--- config.mk ---
export PLATFORM = sky130hd
export DESIGN_NAME = puf_chal_uart_rx
export DESIGN_NICKNAME = d
export VERILOG_FILES = /design/src/rtl/puf_chal_uart_rx.sv
export SDC_FILE = /design/constraint.sdc
export NUM_CORES = 1
export LEC_CHECK = 0
export CORE_ASPECT_RATIO = 0.5
export CORE_MARGIN = 5
export CORE_UTILIZATION = 56
export DETAILED_ROUTE_END_ITERATION = 10
export PLACE_DENSITY_LB_ADDON = 0.25
export SLEW_MARGIN = 20
export SYNTH_ARGS = -nofsm -noshare
export SYNTH_HDL_FRONTEND = slang
export SYNTH_SLANG_ARGS = --single-unit
--- constraint.sdc ---
create_clock -name clk -period 2.6 [get_ports clk]
set_input_delay 0.26 -clock clk [delete_from_list [all_inputs] [get_ports clk]]
set_output_delay 0.26 -clock clk [all_outputs]
set_load 0.01 [all_outputs]
--- src/rtl/puf_chal_uart_rx.sv ---
// puf_chal_uart_rx: UART receiver that deserialises one challenge word per frame
// for the PUF controller (start, DW data bits LSB first, [even parity], stop).
// Ports: clk/rst_n (async active-low); i_rxd serial line (idle high, async);
//   i_dcod_ready controller can accept a word; o_rx_valid frame in flight or pending;
//   o_rx_ready no unconsumed word; o_rx_done one-cycle new-word pulse; o_rx_data word;
//   o_frame_err / o_parity_err one-cycle error pulses.
// Option: define PUF_RX_PARITY_EN to add an even-parity bit after the data bits.
module puf_chal_uart_rx #(
  parameter int MUX_LENGTH   = 16,
  parameter int CLKS_PER_BIT = 868,
  localparam int DW          = 2 * $clog2(MUX_LENGTH)
) (
  input  logic          clk,
  input  logic          rst_n,
  input  logic          i_rxd,
  input  logic          i_dcod_ready,
  output logic          o_rx_valid,
  output logic          o_rx_ready,
  output logic          o_rx_done,
  output logic [DW-1:0] o_rx_data,
  output logic          o_frame_err,
  output logic          o_parity_err
);

  localparam int CW = $clog2(CLKS_PER_BIT);
  localparam int IW = $clog2(DW + 1);
  localparam logic [CW-1:0] FULL_M1  = CW'(CLKS_PER_BIT - 1);
  localparam logic [CW-1:0] HALF_M1  = CW'(CLKS_PER_BIT / 2 - 1);
  localparam logic [IW-1:0] LAST_BIT = IW'(DW - 1);

  typedef enum logic [2:0] {
    IDLE      = 3'd0,
    START     = 3'd1,
    DATA      = 3'd2,
`ifdef PUF_RX_PARITY_EN
    PARITY    = 3'd3,
`endif
    STOP      = 3'd4,
    HOLD      = 3'd5,
    DONE      = 3'd6,
    WAIT_IDLE = 3'd7
  } state_t;

  state_t        state_q, state_d;
  logic          sync1_q, rxs_q;
  logic [CW-1:0] cnt_q, cnt_d;
  logic [IW-1:0] idx_q, idx_d;
  logic [DW-1:0] shift_q, shift_d;
  logic [DW-1:0] data_q, data_d;
  logic          valid_q, valid_d;
  logic          ready_q, ready_d;
  logic          done_q, done_d;
  logic          ferr_q, ferr_d;
`ifdef PUF_RX_PARITY_EN
  logic          perr_q, perr_d;
  logic          par_bad_q, par_bad_d;
`endif

  // Two-flop synchroniser; resets to the idle-high line level.
  always_ff @(posedge clk or negedge rst_n) begin
    if (!rst_n) begin
      sync1_q <= 1'b1;
      rxs_q   <= 1'b1;
    end else begin
      sync1_q <= i_rxd;
      rxs_q   <= sync1_q;
    end
  end

  always_ff @(posedge clk or negedge rst_n) begin
    if (!rst_n) begin
      state_q   <= IDLE;
      cnt_q     <= '0;
      idx_q     <= '0;
      shift_q   <= '0;
      data_q    <= '0;
      valid_q   <= 1'b0;
      ready_q   <= 1'b1;
      done_q    <= 1'b0;
      ferr_q    <= 1'b0;
`ifdef PUF_RX_PARITY_EN
      perr_q    <= 1'b0;
      par_bad_q <= 1'b0;
`endif
    end else begin
      state_q   <= state_d;
      cnt_q     <= cnt_d;
      idx_q     <= idx_d;
      shift_q   <= shift_d;
      data_q    <= data_d;
      valid_q   <= valid_d;
      ready_q   <= ready_d;
      done_q    <= done_d;
      ferr_q    <= ferr_d;
`ifdef PUF_RX_PARITY_EN
      perr_q    <= perr_d;
      par_bad_q <= par_bad_d;
`endif
    end
  end

  always_comb begin
    state_d   = state_q;
    cnt_d     = '0;
    idx_d     = idx_q;
    shift_d   = shift_q;
    data_d    = data_q;
    done_d    = 1'b0;
    ferr_d    = 1'b0;
`ifdef PUF_RX_PARITY_EN
    perr_d    = 1'b0;
    par_bad_d = par_bad_q;
`endif

    case (state_q)
      IDLE: begin
        if (!rxs_q) begin
          state_d = START;
          idx_d   = '0;
        end
      end
      // Sample mid start bit; a line already back high was a glitch.
      START: begin
        cnt_d = cnt_q + CW'(1);
        if (cnt_q == HALF_M1) begin
          cnt_d   = '0;
          state_d = rxs_q ? IDLE : DATA;
        end
      end
      DATA: begin
        cnt_d = cnt_q + CW'(1);
        if (cnt_q == FULL_M1) begin
          cnt_d   = '0;
          shift_d = {rxs_q, shift_q[DW-1:1]};
          idx_d   = idx_q + IW'(1);
          if (idx_q == LAST_BIT) begin
`ifdef PUF_RX_PARITY_EN
            state_d = PARITY;
`else
            state_d = STOP;
`endif
          end
        end
      end
`ifdef PUF_RX_PARITY_EN
      PARITY: begin
        cnt_d = cnt_q + CW'(1);
        if (cnt_q == FULL_M1) begin
          cnt_d     = '0;
          par_bad_d = rxs_q ^ (^shift_q);
          state_d   = STOP;
        end
      end
`endif
      STOP: begin
        cnt_d = cnt_q + CW'(1);
        if (cnt_q == FULL_M1) begin
          cnt_d = '0;
          if (!rxs_q) begin
            ferr_d  = 1'b1;
            state_d = WAIT_IDLE;
`ifdef PUF_RX_PARITY_EN
          end else if (par_bad_q) begin
            perr_d  = 1'b1;
            state_d = IDLE;
`endif
          end else begin
            state_d = i_dcod_ready ? DONE : HOLD;
          end
        end
      end
      // Line activity is ignored while a word waits for the controller.
      HOLD:      if (i_dcod_ready) state_d = DONE;
      DONE:      state_d = IDLE;
      WAIT_IDLE: if (rxs_q) state_d = IDLE;
      default:   state_d = IDLE;
    endcase

    // Word and done pulse are registered on entry so both appear in the DONE cycle.
    if (state_d == DONE) begin
      done_d = 1'b1;
      data_d = shift_q;
    end
  end

  assign valid_d = (state_d == DATA) || (state_d == STOP) || (state_d == HOLD) ||
`ifdef PUF_RX_PARITY_EN
                   (state_d == PARITY) ||
`endif
                   (state_d == DONE);
  assign ready_d = !((state_d == HOLD) || (state_d == DONE));

  assign o_rx_valid  = valid_q;
  assign o_rx_ready  = ready_q;
  assign o_rx_done   = done_q;
  assign o_rx_data   = data_q;
  assign o_frame_err = ferr_q;
`ifdef PUF_RX_PARITY_EN
  assign o_parity_err = perr_q;
`else
  assign o_parity_err = 1'b0;
`endif

endmodule
# Yosys cells after proc, flatten, opt, wreduce, memory -nomap -nowiden
# Cells that the tools add are included.
word_totals:
  ff_bits: 39
  inputBits: 4
op_classes:
  addsub: 2
  eq_ne: 14
  muxes: 21
  n_reduce_logical: 10
op_table:
  columns: ["op", "count"]
  rows:
  - ["$mux 3", 7]
  - ["$mux 10", 2]
  - ["$pmux 10 s2", 1]
  - ["$eq 3x3->1 const B", 6]
  - ["$pmux 3 s6", 1]
  - ["$add 10x1->10 const B", 1]
  - ["$eq 10x10->1 const B", 1]
  - ["$eq 10x9->1 const B", 1]
  - ["$mux 4", 2]
  - ["$pmux 4 s2", 1]
  - ["$eq 3x2->1 const B", 2]
  - ["$mux 2", 3]
  - ["$add 4x1->4 const B", 1]
  - ["$eq 4x3->1 const B", 1]
  - ["$logic_or 1x1->1", 4]
  - ["$mux 1", 4]
  - ["$ne 2x2->1 const B", 2]
  - ["$eq 3x1->1 const B", 1]
  - ["$logic_not 3->1", 1]
  - ["$reduce_and 3->1", 1]
  - ["$reduce_and 2->1", 1]
  - ["$reduce_bool 2->1", 1]
  - ["$reduce_or 2->1", 1]
  - ["$logic_not 1->1", 1]

# Depth between registers and ports, before layout
depth:
  word_depth: 8
  depth_mapped: 8

# Worst setup path after synthesis
# Ideal clock, no wire load.
synth_path:
  kind: "register to register"
  startpoint: "register cnt_q[0]"
  endpoint: "register data_q[0] (netlist: o_rx_data[0])"
  t_arrival_ns: 1.968
  path_slack_ns: 0.507
  path_stages_with_launch: 7
  cell_sequence: "dfrtp_1 > ha_1 > nand2b_1 > nor3_4 > a21oi_2 > o311ai_4 > mux2_2"
synth_via:
  elab_chain_cells: 4
  elab_cells_between_ends: 7
  classes_between: "eq/ne: 3; mux: 4"
synth_lines:
  columns: ["element", "line_no", "text"]
  rows:
  - ["start, declared", "46", "logic [CW-1:0] cnt_q, cnt_d;"]
  - ["start signal, assigned", "87", "cnt_q <= cnt_d;"]
  - ["$eq 10x10->1 / $eq 10x9->1 (equally long branches)", "132, 157, 125", null]
  - ["$mux 3 (on tied branches)", "157, 125, 132", null]
  - ["$pmux 3 s6 (*)", "115", "case (state_q)"]
  - ["$eq 3x3->1 (*)", "180", "if (state_d == DONE) begin"]
  - ["end signal, assigned", "90", "data_q <= data_d;"]
  - ["end, declared", "49", "logic [DW-1:0] data_q, data_d;"]
# Every way passes the cells marked *; elsewhere a longest branch is shown, timed or not.
# A chain may end at the register's enable or synchronous reset.

# Worst setup path after layout
layout_path:
  startpoint: "register cnt_q[0]"
  endpoint: "register data_q[1] (netlist: o_rx_data[1])"
# The elaborated chain is that of the path after synthesis.

==> metrics <==
clk sinks 39; synthesis-to-layout area growth 15.3%; Lkg Pwr 0.000958 µW; CTS resizes 0; port bufs 15; CORE AREA 3100 µm²; Crit path largest cell delay 0.53 ns; Setup Buffers After CTS 0; setup_tns 0 ns; post-synthesis cell count 160; Crit path arrival time 2.52 ns; initial core utilization 60.1%; Clock Skew 0.00572 ns; Skew-Pair Late Insertion Delay 0.29 ns; sequential share of the synthesized area 52.6%; Yosys reg bits 39; average size of a mapped cell 11.6 µm²; final worst path period need 2.35 ns; Worst setup SP type register; WHS 0.0686 ns; Final Setup Violations 0; Max stage delay cell, worst path o311ai_4; GR Util All Layers 15.6%; number of global-route vias before repair 1229; Max FO, Critical Path 9; Worst IR Drop VDD 393 µV; # rows 14; first-pass GRT wire length 5670 µm; Post-synth ARST share 100%; Vias 1213; status finished, final reports clean; max-cap viol count 0; Synth Flop Type dfrtp_1; post-route insts no fill 217; Synth Warn # 0; Period Utilization, post-route 90.3%; commonest non-fill, non-tap cell in the layout dfrtp_1; commonest non-fill, non-tap cells in the layout 36 x dfrtp_1, 16 x nor2_1, 16 x mux2_2; Post-synth EDFFs 0; f_max 426 MHz; crit end category register; share of layout cells above drive strength 1 22.6%; Worst EP required 2.78 ns; final WL 3150 µm; Final GP Congestion 0.852; Wirelength per Cell 14.5 µm; diode count 0; CP Class reg2reg; initial antenna violation count 0; RSZ-0062 raised after global routing no; pwr dens 623 nW/µm²; Pre-antenna DRT Iters 4; Syn Nets 167; initial drt markers 90; Clock Path Buffers 2; HPWL Detailed 2220 µm; chip width 91.6 µm; worst-path cell chain ha_1 > nand2b_1 > nor3_4 > a21oi_2 > o311ai_4 > mux2_2; Slew @ Worst Pin 0.838 ns; Nets 183; Routed Antenna Nets 0; fin. max-slew vios 0; Post-CTS Hold Buffers 0; root buf cell clkbuf_8; detailed-route DRC error count 0; die height 50.8 µm; max_slew headroom 44.2%; CTS clk-pin slew, worst paths 0.08 ns; DP Cell Count 209; TritonCTS Buffers 5; Hold Vio Cnt, Final 0; via/cell ratio 5.59; Hold WC Path Type in2async; total gr overflow 0; number of library cell types mapped by synthesis 45; H-tree depth 2; pin count of the biggest net entering global routing 40; die area 4650 µm²; CTS tree built; I/O pin count 17; Cell Area, Synth 1860 µm²
state kept, by name, indices dropped and copies added, names as in the netlist:
register and count:
cnt_q 10, state_q 3, rxs_q 1, o_rx_data 8
o_rx_ready 1, sync1_q 1, idx_q 4, o_rx_valid 1
shift_q 8, o_frame_err 1, o_rx_done 1
critical path, delay by kind of cell, from the launching register on:
family | cells | cell delay (ns)
AO/OA/AOI/OAI | 2 | 0.70
multiplexers | 1 | 0.40
adder cells (fa/ha/maj) | 1 | 0.24
AND/OR/NAND/NOR | 2 | 0.49
flip-flops | 1 | 0.41
power breakdown:
part,internal [µW],leakage (µW),switching [µW]
logic,68.5,0.000383,67.4
registers,646,0.000524,59.8
clock network,286,0.0000514,209
total,1000,0.000958,336
per-stage QoR:
| stage | power, µW | instance area, µm² | util [%] | setup WS (ns) |
|---|---|---|---|---|
| after floorplan | 811 | 1860 | - | 0.507 |
| after global routing | 1410 | 2150 | 69.3 | 0.0702 |
| after detailed placement | 856 | 2040 | 65.7 | 0.263 |
| after CTS | 1350 | 2150 | 69.3 | 0.240 |
| after global placement | 849 | 2040 | 65.7 | 0.330 |
| final | 1340 | 2150 | 69.3 | 0.252 |
final timing paths:
| check | from | end | slack, ns | depth (start not counted) |
|---|---|---|---|---|
| setup / recovery | cnt_q[0] | o_rx_data[1] | 0.25 | 6 |
| hold / removal | rst_n | o_rx_data[5] | 0.07 | 1 |
| setup reg to reg | cnt_q[0] | o_rx_data[1] | 0.25 | 6 |
| hold reg to reg | sync1_q | rxs_q | 0.36 | 0 |
| max in group asynchronous | rst_n | cnt_q[4] | 2.00 | 1 |
| min in group clk | sync1_q | rxs_q | 0.36 | 0 |
logic make-up (layout without fill, tap and decap cells):
logic type,after synthesis,count (layout),share of synthesized area [%]
XOR/XNOR,9,9,4.23
AO/OA/AOI/OAI,20,20,8.93
other,1,1,0.201
multiplexers,17,17,10.2
adder cells (fa/ha/maj),3,3,2.01
flip-flops,39,39,52.6
AND/OR/NAND/NOR,57,57,18.6
buffers and inverters,14,31,3.22
synthesized netlist by cell type, types with 2 or more instances:
| library cell | count | area, µm² |
|---|---|---|
| dfrtp_1 | 36 | 901 |
| mux2_2 | 16 | 180 |
| nor2_1 | 16 | 60.1 |
| nand2_1 | 9 | 33.8 |
| inv_1 | 7 | 26.3 |
| xnor2_1 | 6 | 52.6 |
| o21ai_0 | 5 | 25.0 |
| nand3_1 | 4 | 20.0 |
| nor3_1 | 4 | 20.0 |
| a21oi_1 | 3 | 15.0 |
| buf_2 | 3 | 15.0 |
| clkbuf_1 | 3 | 11.3 |
| dfstp_2 | 3 | 78.8 |
| ha_1 | 3 | 37.5 |
| nand4_1 | 3 | 18.8 |
| nor2b_1 | 3 | 18.8 |
| nor4_1 | 3 | 18.8 |
| xor2_1 | 3 | 26.3 |
| and4bb_2 | 2 | 25.0 |
| nand2b_1 | 2 | 12.5 |
| nor3b_1 | 2 | 15.0 |
per-layer routing:
layer  vias to the layer above  global-route usage (%)  wire (µm)
met2                        17                    23.8       1470
li1                        595                       -          -
met4                         0                    7.25         30
met1                       596                    20.5       1540
met3                         5                    5.07        110
met5                         -                       0          0
layout make-up:
cell class	instances	area (µm²)
multi-input combinational	107	830
tap	40	50.0
inverter	7	26.3
clock inverter	2	37.5
sequential	39	980
clock buffer	6	72.6
timing repair buffer	16	153
fill	229	952
(Power assumes the default switching activity.)
